==> config.mk <==
export PLATFORM = sky130hd
export DESIGN_NAME = dmem_arbiter
export DESIGN_NICKNAME = d
export VERILOG_FILES = /design/src/rtl/dmem_arb_pkg.sv /design/src/rtl/dmem_rr_pick.sv /design/src/rtl/dmem_arbiter.sv
export SDC_FILE = /design/constraint.sdc
export NUM_CORES = 1
export LEC_CHECK = 0
export ABC_CLOCK_PERIOD_IN_PS = 2800
export BUFFER_PORTS_ARGS = -buffer_cell sky130_fd_sc_hd__buf_2
export CAP_MARGIN = 15
export CELL_PAD_IN_SITES_DETAIL_PLACEMENT = 0
export CELL_PAD_IN_SITES_GLOBAL_PLACEMENT = 1
export CORE_ASPECT_RATIO = 0.8
export CORE_MARGIN = 3
export CORE_UTILIZATION = 40
export DETAILED_ROUTE_END_ITERATION = 10
export HOLD_SLACK_MARGIN = 0.12
export PLACE_DENSITY_LB_ADDON = 0.3
export SLEW_MARGIN = 0
export SYNTH_ARGS = -nofsm -noshare
export SYNTH_HDL_FRONTEND = slang
export SYNTH_HIERARCHICAL = 1
export SYNTH_SLANG_ARGS = --single-unit
==> constraint.sdc <==
create_clock -name clk -period 2.8 [get_ports clk]
set_input_delay 0.14 -clock clk [delete_from_list [all_inputs] [get_ports clk]]
set_output_delay 0.14 -clock clk [all_outputs]
set_load 0.03 [all_outputs]
==> src/rtl/dmem_arb_pkg.sv <==
// Shared types and constants for the data-memory arbiter.
package dmem_arb_pkg;

    typedef enum logic [2:0] {
        IDLE,
        ACCESS,
        RESP,
        CLEAR,
        CDONE
    } arb_state_t;

    typedef struct packed {
        logic        port;
        logic        we;
        logic [31:0] addr;
        logic [31:0] wdata;
    } mem_cmd_t;

    localparam int WORD_BYTES = 4;

endpackage

==> src/rtl/dmem_rr_pick.sv <==
// Two-way round-robin selector: a lone requester wins, and on a tie the
// port that did not win last time (ptr_i) is chosen.
module dmem_rr_pick (
    input  logic [1:0] req_i,
    input  logic       ptr_i,
    output logic [1:0] gnt_o,
    output logic       winner_o
);

    // Choose the winner and form a one-hot grant vector.
    always_comb begin
        winner_o = 1'b0;
        case (req_i)
            2'b01:   winner_o = 1'b0;
            2'b10:   winner_o = 1'b1;
            2'b11:   winner_o = ~ptr_i;
            default: winner_o = 1'b0;
        endcase
        gnt_o = 2'b00;
        if (|req_i) begin
            gnt_o = winner_o ? 2'b10 : 2'b01;
        end
    end

endmodule

==> src/rtl/dmem_arbiter.sv <==
// Shares a single-port data memory between the core (port 0) and the
// debug/DMA loader (port 1). One access at a time: grant, memory strobe,
// response. A clear request zeroes the memory and takes priority.
module dmem_arbiter
    import dmem_arb_pkg::*;
#(
    parameter int          DEPTH     = 32,
    parameter logic [31:0] BASE_ADDR = 32'h0
) (
    input  logic        clk,
    input  logic        reset_n,

    input  logic        p0_req,
    input  logic        p0_we,
    input  logic [31:0] p0_addr,
    input  logic [31:0] p0_wdata,
    output logic        p0_gnt,
    output logic        p0_rvalid,
    output logic [31:0] p0_rdata,
    output logic        p0_err,

    input  logic        p1_req,
    input  logic        p1_we,
    input  logic [31:0] p1_addr,
    input  logic [31:0] p1_wdata,
    output logic        p1_gnt,
    output logic        p1_rvalid,
    output logic [31:0] p1_rdata,
    output logic        p1_err,

    input  logic        clr_req,
    output logic        clr_done,

    output logic [31:0] mem_addr,
    output logic        mem_wr_en,
    output logic [31:0] mem_wr_data,
    output logic        mem_rd_en,
    input  logic [31:0] mem_rd_data,
    output logic        mem_data_reset
);

    localparam int          AW   = $clog2(DEPTH);
    localparam logic [31:0] SPAN = 32'(WORD_BYTES * DEPTH);

    arb_state_t  state_q;
    logic        rr_q;
    mem_cmd_t    cmd_q;
    mem_cmd_t    cmd_d;

    logic        p0_rvalid_q, p1_rvalid_q;
    logic        p0_err_q, p1_err_q;
    logic [31:0] p0_rdata_q, p1_rdata_q;
    logic        clr_done_q;
    logic        mem_clr_q;

    logic [1:0]  req;
    logic [1:0]  pick_gnt;
    logic        winner;
    logic        grant_en;

    logic        in_access;
    logic [31:0] offset;
    logic        legal;
    logic [31:0] rd_word;

    assign req = {p1_req, p0_req};

    dmem_rr_pick u_pick (
        .req_i    (req),
        .ptr_i    (rr_q),
        .gnt_o    (pick_gnt),
        .winner_o (winner)
    );

    // Grants only exist in IDLE, and a pending clear blocks them.
    assign grant_en = (state_q == IDLE) && !clr_req;
    assign p0_gnt   = grant_en & pick_gnt[0];
    assign p1_gnt   = grant_en & pick_gnt[1];

    // Command presented by the winning port, captured on grant.
    always_comb begin
        cmd_d.port  = winner;
        cmd_d.we    = winner ? p1_we    : p0_we;
        cmd_d.addr  = winner ? p1_addr  : p0_addr;
        cmd_d.wdata = winner ? p1_wdata : p0_wdata;
    end

    // Legality uses the offset from the base, so addresses below the base
    // wrap to huge offsets and are rejected rather than aliased.
    assign in_access = (state_q == ACCESS);
    assign offset    = cmd_q.addr - BASE_ADDR;
    assign legal     = (cmd_q.addr[1:0] == 2'b00) && (offset < SPAN);

    assign mem_addr       = in_access ? {{(32-AW){1'b0}}, offset[2 +: AW]} : 32'h0;
    assign mem_wr_en      = in_access & legal & cmd_q.we;
    assign mem_rd_en      = in_access & legal & ~cmd_q.we;
    assign mem_wr_data    = mem_wr_en ? cmd_q.wdata : 32'h0;
    assign mem_data_reset = mem_clr_q;
    assign clr_done       = clr_done_q;

    // Writes and rejected accesses return zero data.
    assign rd_word = (legal && !cmd_q.we) ? mem_rd_data : 32'h0;

    assign p0_rvalid = p0_rvalid_q;
    assign p1_rvalid = p1_rvalid_q;
    assign p0_rdata  = p0_rdata_q;
    assign p1_rdata  = p1_rdata_q;
    assign p0_err    = p0_err_q;
    assign p1_err    = p1_err_q;

    // Arbiter FSM with registered response and clear pulses.
    always_ff @(posedge clk or negedge reset_n) begin
        if (!reset_n) begin
            state_q     <= IDLE;
            rr_q        <= 1'b1;
            cmd_q       <= '0;
            p0_rvalid_q <= 1'b0;
            p1_rvalid_q <= 1'b0;
            p0_err_q    <= 1'b0;
            p1_err_q    <= 1'b0;
            p0_rdata_q  <= 32'h0;
            p1_rdata_q  <= 32'h0;
            clr_done_q  <= 1'b0;
            mem_clr_q   <= 1'b0;
        end else begin
            p0_rvalid_q <= 1'b0;
            p1_rvalid_q <= 1'b0;
            p0_err_q    <= 1'b0;
            p1_err_q    <= 1'b0;
            p0_rdata_q  <= 32'h0;
            p1_rdata_q  <= 32'h0;
            clr_done_q  <= 1'b0;
            mem_clr_q   <= 1'b0;
            case (state_q)
                IDLE: begin
                    if (clr_req) begin
                        mem_clr_q <= 1'b1;
                        state_q   <= CLEAR;
                    end else if (|req) begin
                        rr_q    <= winner;
                        cmd_q   <= cmd_d;
                        state_q <= ACCESS;
                    end
                end
                ACCESS: begin
                    if (cmd_q.port) begin
                        p1_rvalid_q <= 1'b1;
                        p1_err_q    <= ~legal;
                        p1_rdata_q  <= rd_word;
                    end else begin
                        p0_rvalid_q <= 1'b1;
                        p0_err_q    <= ~legal;
                        p0_rdata_q  <= rd_word;
                    end
                    state_q <= RESP;
                end
                RESP: begin
                    state_q <= IDLE;
                end
                CLEAR: begin
                    clr_done_q <= 1'b1;
                    state_q    <= CDONE;
                end
                CDONE: begin
                    state_q <= IDLE;
                end
                default: begin
                    state_q <= IDLE;
                end
            endcase
        end
    end

endmodule

==> flow_summary.json, run 1 <==
{
  "cp_slowest_stage_delay_ps": 380,
  "cp-start-kind": "flip-flop",
  "die-area_um2": 19000,
  "setup_total_negative_slack_ps": 0,
  "chipWidth_um": 153,
  "number_of_antenna_violations_at_the_first_check_in_global_routing": 0,
  "crit_fanout": 99,
  "fp-row-count": 42,
  "maxCapViolations": 0,
  "rsz0062_at_grt": "no",
  "setup_viol": 0,
  "critical-path-slowest-cell": "sky130_fd_sc_hd__dfrtp_1",
  "cts_num_sinks": 140,
  "io_buffers": 277,
  "fin_nets": 1130,
  "fin_clk_skew_ps": 10.9,
  "commonest_non_fill_non_tap_cell_in_the_layout": "sky130_fd_sc_hd__buf_2",
  "post-place-ws_ps": 736,
  "hold_violations": 0,
  "drive_gt1_frac": 0.480,
  "overflow": 0,
  "detail_route.iter0.violations": 218,
  "timing.final.crit_share": 0.901,
  "wire_per_inst_um": 15.6,
  "worst_ep_arrival_time_ps": 2380,
  "switching_power_uw": 2360,
  "multi_input_comb_area_um2": 2930,
  "hpwl_mm": 12.1,
  "cts_post_setup_buffers_inserted": 0,
  "final_period_minus_worst_setup_slack_ps": 2520,
  "core_um2": 16800,
  "most-common-layout-cells": "sky130_fd_sc_hd__buf_2 (276), sky130_fd_sc_hd__dlygate4sd3_1 (159), sky130_fd_sc_hd__dfrtp_1 (139)",
  "tritoncts": "built",
  "remaining_drc_errors": 0,
  "num_vias": 5558,
  "synth_warnings": 6,
  "utilization": 0.627,
  "setup_ws_ps": 277,
  "ios": 305,
  "numCtsBuffers": 17,
  "seq_power_share": 0.384,
  "number_of_global_route_vias_before_repair": 5893,
  "outcome": "complete, no violations",
  "dr.pass1.iters": 4,
  "synthesis.instances": 540,
  "grt_pass1_wl_mm": 29.5,
  "initial_utilization": 0.414,
  "syn_to_final_growth_pct": 51.4,
  "antenna_cells_inserted": 0,
  "htree_levels": 4,
  "p_leak_uw": 0.00509,
  "slew-limit-headroom": 0.433,
  "worst-r2r-cell-count": 5,
  "combined_flip_flop_and_latch_cell_area_um2": 3500,
  "synth.cell_area_um2": 6960,
  "hp-class": "in2reg",
  "routed_wl_mm": 18.7,
  "power.density_cell_area_nw_per_um2": 714,
  "worstPathRequired_ps": 2660,
  "timing_worst_slew_pin_value_ps": 851,
  "internal_power_uw": 5160,
  "crit_path_cell_chain": "nor4_1, nand4_1, buf_12, nor3_2, buf_2",
  "grt_use_total": 0.196,
  "critical_path_class": "reg2out",
  "power.clock.fraction": 0.308,
  "power_share_of_the_combinational_group": 0.308,
  "grt_start_max_net_pins": 100,
  "avgViaCountPerCell": 4.65,
  "filler_cell_count": 1277,
  "die-height_um": 124,
  "synth_cell_types": 32,
  "antenna_left": 0,
  "achievable_frequency_ghz": 0.396,
  "timing.final.max_slew_violations": 0,
  "p_sw_frac": 0.314,
  "critPathCaptureType": "output pin",
  "clock_latency_ps": 420,
  "yosysSeqAreaShare": 0.504,
  "hold_depth": 3,
  "cts.clk_slew.worst_paths_ps": 60,
  "routabilityCongestion": 0.790,
  "ctsLongestPathBuffers": 2,
  "syn_avg_cell_area_um2": 12.9,
  "irDropWorstVdd_uv": 428,
  "reg2reg_setup_slack_ps": 480,
  "cts.root.buffer_cell": "sky130_fd_sc_hd__clkbuf_16",
  "synth_seq_cells": 140
}
[worst max-delay path: cells and delay by family, from the launching register on]
| kind | cells | cell delay (ps) |
|---|---|---|
| buffers and inverters | 2 | 520 |
| DFF | 1 | 380 |
| and+or+nand+nor | 3 | 920 |
[kinds of logic after synthesis]
group,after synthesis,synth area share
AO/OA/AOI/OAI,8,0.00989
multiplexers,132,0.202
buffers and inverters,99,0.0911
flip-flops,140,0.504
AND/OR/NAND/NOR,160,0.193
other,1,0.000539
[flip-flops by register name, indices dropped and copies added (netlist names)]
name and flops:
p0_rdata 32, rr_q 1, p1_rdata 32, clr_done 1, mem_data_reset 1, cmd_q 66
state_q 3, p0_rvalid 1, p1_err 1, p0_err 1, p1_rvalid 1
[metrics by stage]
| stage | cell area, um^2 | std cells | total power (uW) | hold WS (ps) |
|---|---|---|---|---|
| 2_1_floorplan | 7060 | 566 | 4470 | -156 |
| 3_3_place_gp | 8340 | 1005 | 4860 | 276 |
| 3_5_place_dp | 8340 | 1005 | 4960 | 286 |
| 4_1_cts | 10500 | 1195 | 7580 | 122 |
| 5_1_grt | 10500 | 1195 | 7950 | 125 |
| 6_report | 10500 | 1195 | 7520 | 142 |
[path summary, 6_finish.rpt]
path | startpoint | to
worst max-delay path | cmd_q[50]$_DFFE_PN0P_ | mem_wr_data[7]
worst min-delay path | p1_addr[14] | cmd_q[46]$_DFFE_PN0P_
worst max register to register | rr_q$_DFFE_PN1P_ | cmd_q[52]$_DFFE_PN0P_
worst min register to register | cmd_q[34]$_DFFE_PN0P_ | cmd_q[34]$_DFFE_PN0P_
max in group asynchronous | reset_n | mem_data_reset$_DFF_PN0_
min in group asynchronous | reset_n | cmd_q[49]$_DFFE_PN0P_
[power by group through the flow]
stage / clock [uW] / combinational, uW / sequential (uW)
2_1_floorplan: 0 / 1580 / 2890
3_3_place_gp: 0 / 1970 / 2890
3_5_place_dp: 0 / 2030 / 2920
4_1_cts: 2370 / 2320 / 2890
5_1_grt: 2460 / 2530 / 2960
6_report: 2310 / 2320 / 2890
[routing by layer]
| metal | vias to the layer above | wire length, um | part of all wire | GRT usage |
|---|---|---|---|---|
| li1 | 2648 | - | - | - |
| met1 | 2669 | 7840 | 0.42 | 0.240 |
| met2 | 219 | 9380 | 0.50 | 0.339 |
| met3 | 22 | 1210 | 0.064 | 0.0577 |
| met4 | 0 | 260 | 0.014 | 0.0596 |
| met5 | - | 0 | 0 | 0 |
[final cells by class]
class,count,area share
clock buffers,17,0.0404
clock inverters,14,0.0173
inverters,33,0.0118
multi-input cells,327,0.278
flip-flops and latches,140,0.333
well taps,220,0.0261
repair buffers,444,0.294
[synth_stat cells (all sizes together)]
library cell | number | area, um^2
inv | 33 | 124
buf | 55 | 469
a21boi | 3 | 22.5
and2 | 3 | 18.8
nand2b | 32 | 200
dfstp | 1 | 26.3
dfrtp | 139 | 3480
conb | 1 | 3.75
and4bb | 2 | 25.0
nor3 | 98 | 851
o31a | 1 | 8.76
nand2 | 2 | 7.51
nor4b | 1 | 23.8
o21a | 4 | 37.5
nor2 | 4 | 15.0
mux2i | 64 | 641
and3 | 5 | 31.3
mux2 | 68 | 766
nand4 | 4 | 70.1
clkbuf | 11 | 41.3
nor4 | 8 | 95.1
nand3 | 1 | 5.00
[timing repair]
item | CTS | global route
hold buffers | 159 | 0
resized for setup | 0 | 0
hold endpoints to repair | 219 | 0
No activity file was read; power rests on OpenSTA's default activity.
==> inputs of run 2 (changes only) <==
- ABC_CLOCK_PERIOD_IN_PS: 2800 -> 2600
- CORE_UTILIZATION: 40 -> 37
- clock period: 2.8 -> 2.6 ns (I/O delays scaled with it)
==> run 2 against run 1 <==
Compared with the run above:
- final cell count is 3.8% higher
- core utilization down 4.5 points
- setup slack worse by 100 ps
- sequential power rose by 7.6%
- clock power increased by 2%
- critical path depth grew 2
- die area up 7.7%
- combinational power up 9.1%
- global-route usage shrank 1.4 points
- critical endpoint is now cmd_q[62]$_DFFE_PN0P_
- register-to-register slack lost 210 ps
- flip-flop and latch count is the same
==> flow_summary.json, run 2 (synthesis results as in run 1) <==
{
  "detail_route.iter0.violations": 178,
  "routed_wl_mm": 18.6,
  "internal_power_uw": 5510,
  "antenna_left": 0,
  "initial_utilization": 0.381,
  "power.density_cell_area_nw_per_um2": 752,
  "outcome": "complete, no violations",
  "hold_depth": 3,
  "avgViaCountPerCell": 4.50,
  "min_delay_worst_endpoint": "cmd_q[58]$_DFFE_PN0P_",
  "placedInstanceArea_um2": 8400,
  "register_with_the_highest_flop_count": "cmd_q",
  "reg2reg_from": "rr_q$_DFFE_PN1P_",
  "setup_viol": 0,
  "final_period_minus_worst_setup_slack_ps": 2420,
  "irDropWorstVdd_uv": 369,
  "grt_use_total": 0.182,
  "power_uw": 7990,
  "p_sw_frac": 0.310,
  "final_design_area_no_fill_um2": 10600,
  "worstPathRequired_ps": 2890,
  "timing_worst_slew_pin_value_ps": 645,
  "power_share_of_the_combinational_group": 0.316,
  "tritoncts": "built",
  "hold_violations": 0,
  "timing.final.max_slew_violations": 0,
  "filler_cell_count": 1471,
  "setup_ws_ps": 176,
  "number_of_global_route_vias_before_repair": 5945,
  "timing.final.crit_share": 0.932,
  "number_of_antenna_violations_at_the_first_check_in_global_routing": 0,
  "wire_per_inst_um": 15.0,
  "rsz0062_at_grt": "no",
  "remaining_drc_errors": 0,
  "p_leak_uw": 0.00512,
  "routabilityCongestion": 0.777,
  "reg2reg_setup_slack_ps": 270,
  "crit_fanout": 35,
  "worst-r2r-cell-count": 5,
  "hp-class": "in2reg",
  "maxCapViolations": 0,
  "cp-start-kind": "primary input",
  "drive_gt1_frac": 0.478,
  "commonest_non_fill_non_tap_cell_in_the_layout": "sky130_fd_sc_hd__buf_2",
  "overflow": 0,
  "htree_levels": 4,
  "post-place-ws_ps": 520,
  "core_um2": 18300,
  "ctsLongestPathBuffers": 2,
  "max_reg_flops": 66,
  "io_buffers": 277,
  "slew-limit-headroom": 0.570,
  "startpoint_of_the_lowest_slack_hold_path": "p1_addr[26]",
  "fin_nets": 1142,
  "setup_total_negative_slack_ps": 0,
  "chipWidth_um": 159,
  "syn_to_final_growth_pct": 52.7,
  "hpwl_mm": 12.4,
  "critical_path_class": "in2reg",
  "antenna_cells_inserted": 0,
  "fin_clk_skew_ps": 6.42,
  "ios": 305,
  "grt_pass1_wl_mm": 30.1,
  "num_vias": 5581,
  "numCtsBuffers": 17,
  "most-common-layout-cells": "sky130_fd_sc_hd__buf_2 (276), sky130_fd_sc_hd__dlygate4sd3_1 (165), sky130_fd_sc_hd__dfrtp_1 (139)",
  "worst_ep_arrival_time_ps": 2710,
  "power.clock.fraction": 0.295,
  "fp-row-count": 44,
  "dr.pass1.iters": 4,
  "clock_latency_ps": 400,
  "utilization": 0.582,
  "achievable_frequency_ghz": 0.413,
  "grt_start_max_net_pins": 64,
  "seq_power_share": 0.389,
  "die-area_um2": 20500,
  "die-height_um": 129,
  "critPathCaptureType": "flip-flop",
  "cts.clk_slew.worst_paths_ps": 60,
  "switching_power_uw": 2480,
  "cts_num_sinks": 140,
  "rr_endpoint": "cmd_q[62]$_DFFE_PN0P_",
  "cts.root.buffer_cell": "sky130_fd_sc_hd__clkbuf_16"
}
## run 2: worst max-delay path, cell delays in order
cell and delay [ps]:
sky130_fd_sc_hd__dlygate4sd3_1 540, sky130_fd_sc_hd__buf_2 170, sky130_fd_sc_hd__a21boi_4 190, sky130_fd_sc_hd__buf_4 400, sky130_fd_sc_hd__mux2_2 400, sky130_fd_sc_hd__dlygate4sd3_1 590, sky130_fd_sc_hd__mux2_2 270
## run 2: through the flow
step | hold slack (ps) | std cells
2_1_floorplan | -166 | 566
3_3_place_gp | 121 | 1044
3_5_place_dp | 140 | 1044
4_1_cts | 120 | 1240
5_1_grt | 136 | 1240
6_report | 134 | 1240
## run 2: power groups by stage
stage | combinational [uW] | clock (uW) | sequential [uW]
floorplan | 1700 | 0 | 3110
global placement | 2150 | 0 | 3110
detailed placement | 2210 | 0 | 3140
CTS | 2540 | 2420 | 3110
global route | 2770 | 2510 | 3180
finish | 2530 | 2360 | 3110
## run 2: final cells by class
cell class | count | area (um^2) | area share
clock buffer | 21 | 460 | 0.0433
clock inverter | 10 | 116 | 0.0109
inverter | 33 | 124 | 0.0117
multi-input combinational | 327 | 2930 | 0.276
sequential | 140 | 3500 | 0.330
tap | 253 | 317 | 0.0298
timing repair buffer | 456 | 3180 | 0.299
## run 2: worst max-delay path by stage
stage                                      start               endpoint  slack, ps
after detailed placement  state_q[2]$_DFFE_PN0P_   cmd_q[3]$_DFFE_PN0P_        520
after global placement     cmd_q[50]$_DFFE_PN0P_              mem_rd_en        560
after floorplan            cmd_q[58]$_DFFE_PN0P_              mem_rd_en        430
after CTS                  cmd_q[50]$_DFFE_PN0P_              mem_rd_en         80
after global routing       cmd_q[47]$_DFFE_PN0P_         mem_wr_data[0]         50
final                                     p1_req  cmd_q[62]$_DFFE_PN0P_        180
## run 2: routing by layer
metal  GRT usage  vias up  wire (um)
li1            -     2667          -
met1       0.232     2687       8060
met2       0.307      213       9100
met5           0        -          0
met4      0.0458        0        205
met3      0.0557       14       1190
## run 2: timing repair
action	in CTS	in global routing
hold buffers	165	0
setup endpoints to repair	0	1
setup buffers	0	0
resized for setup	0	1
hold endpoints to repair	186	0
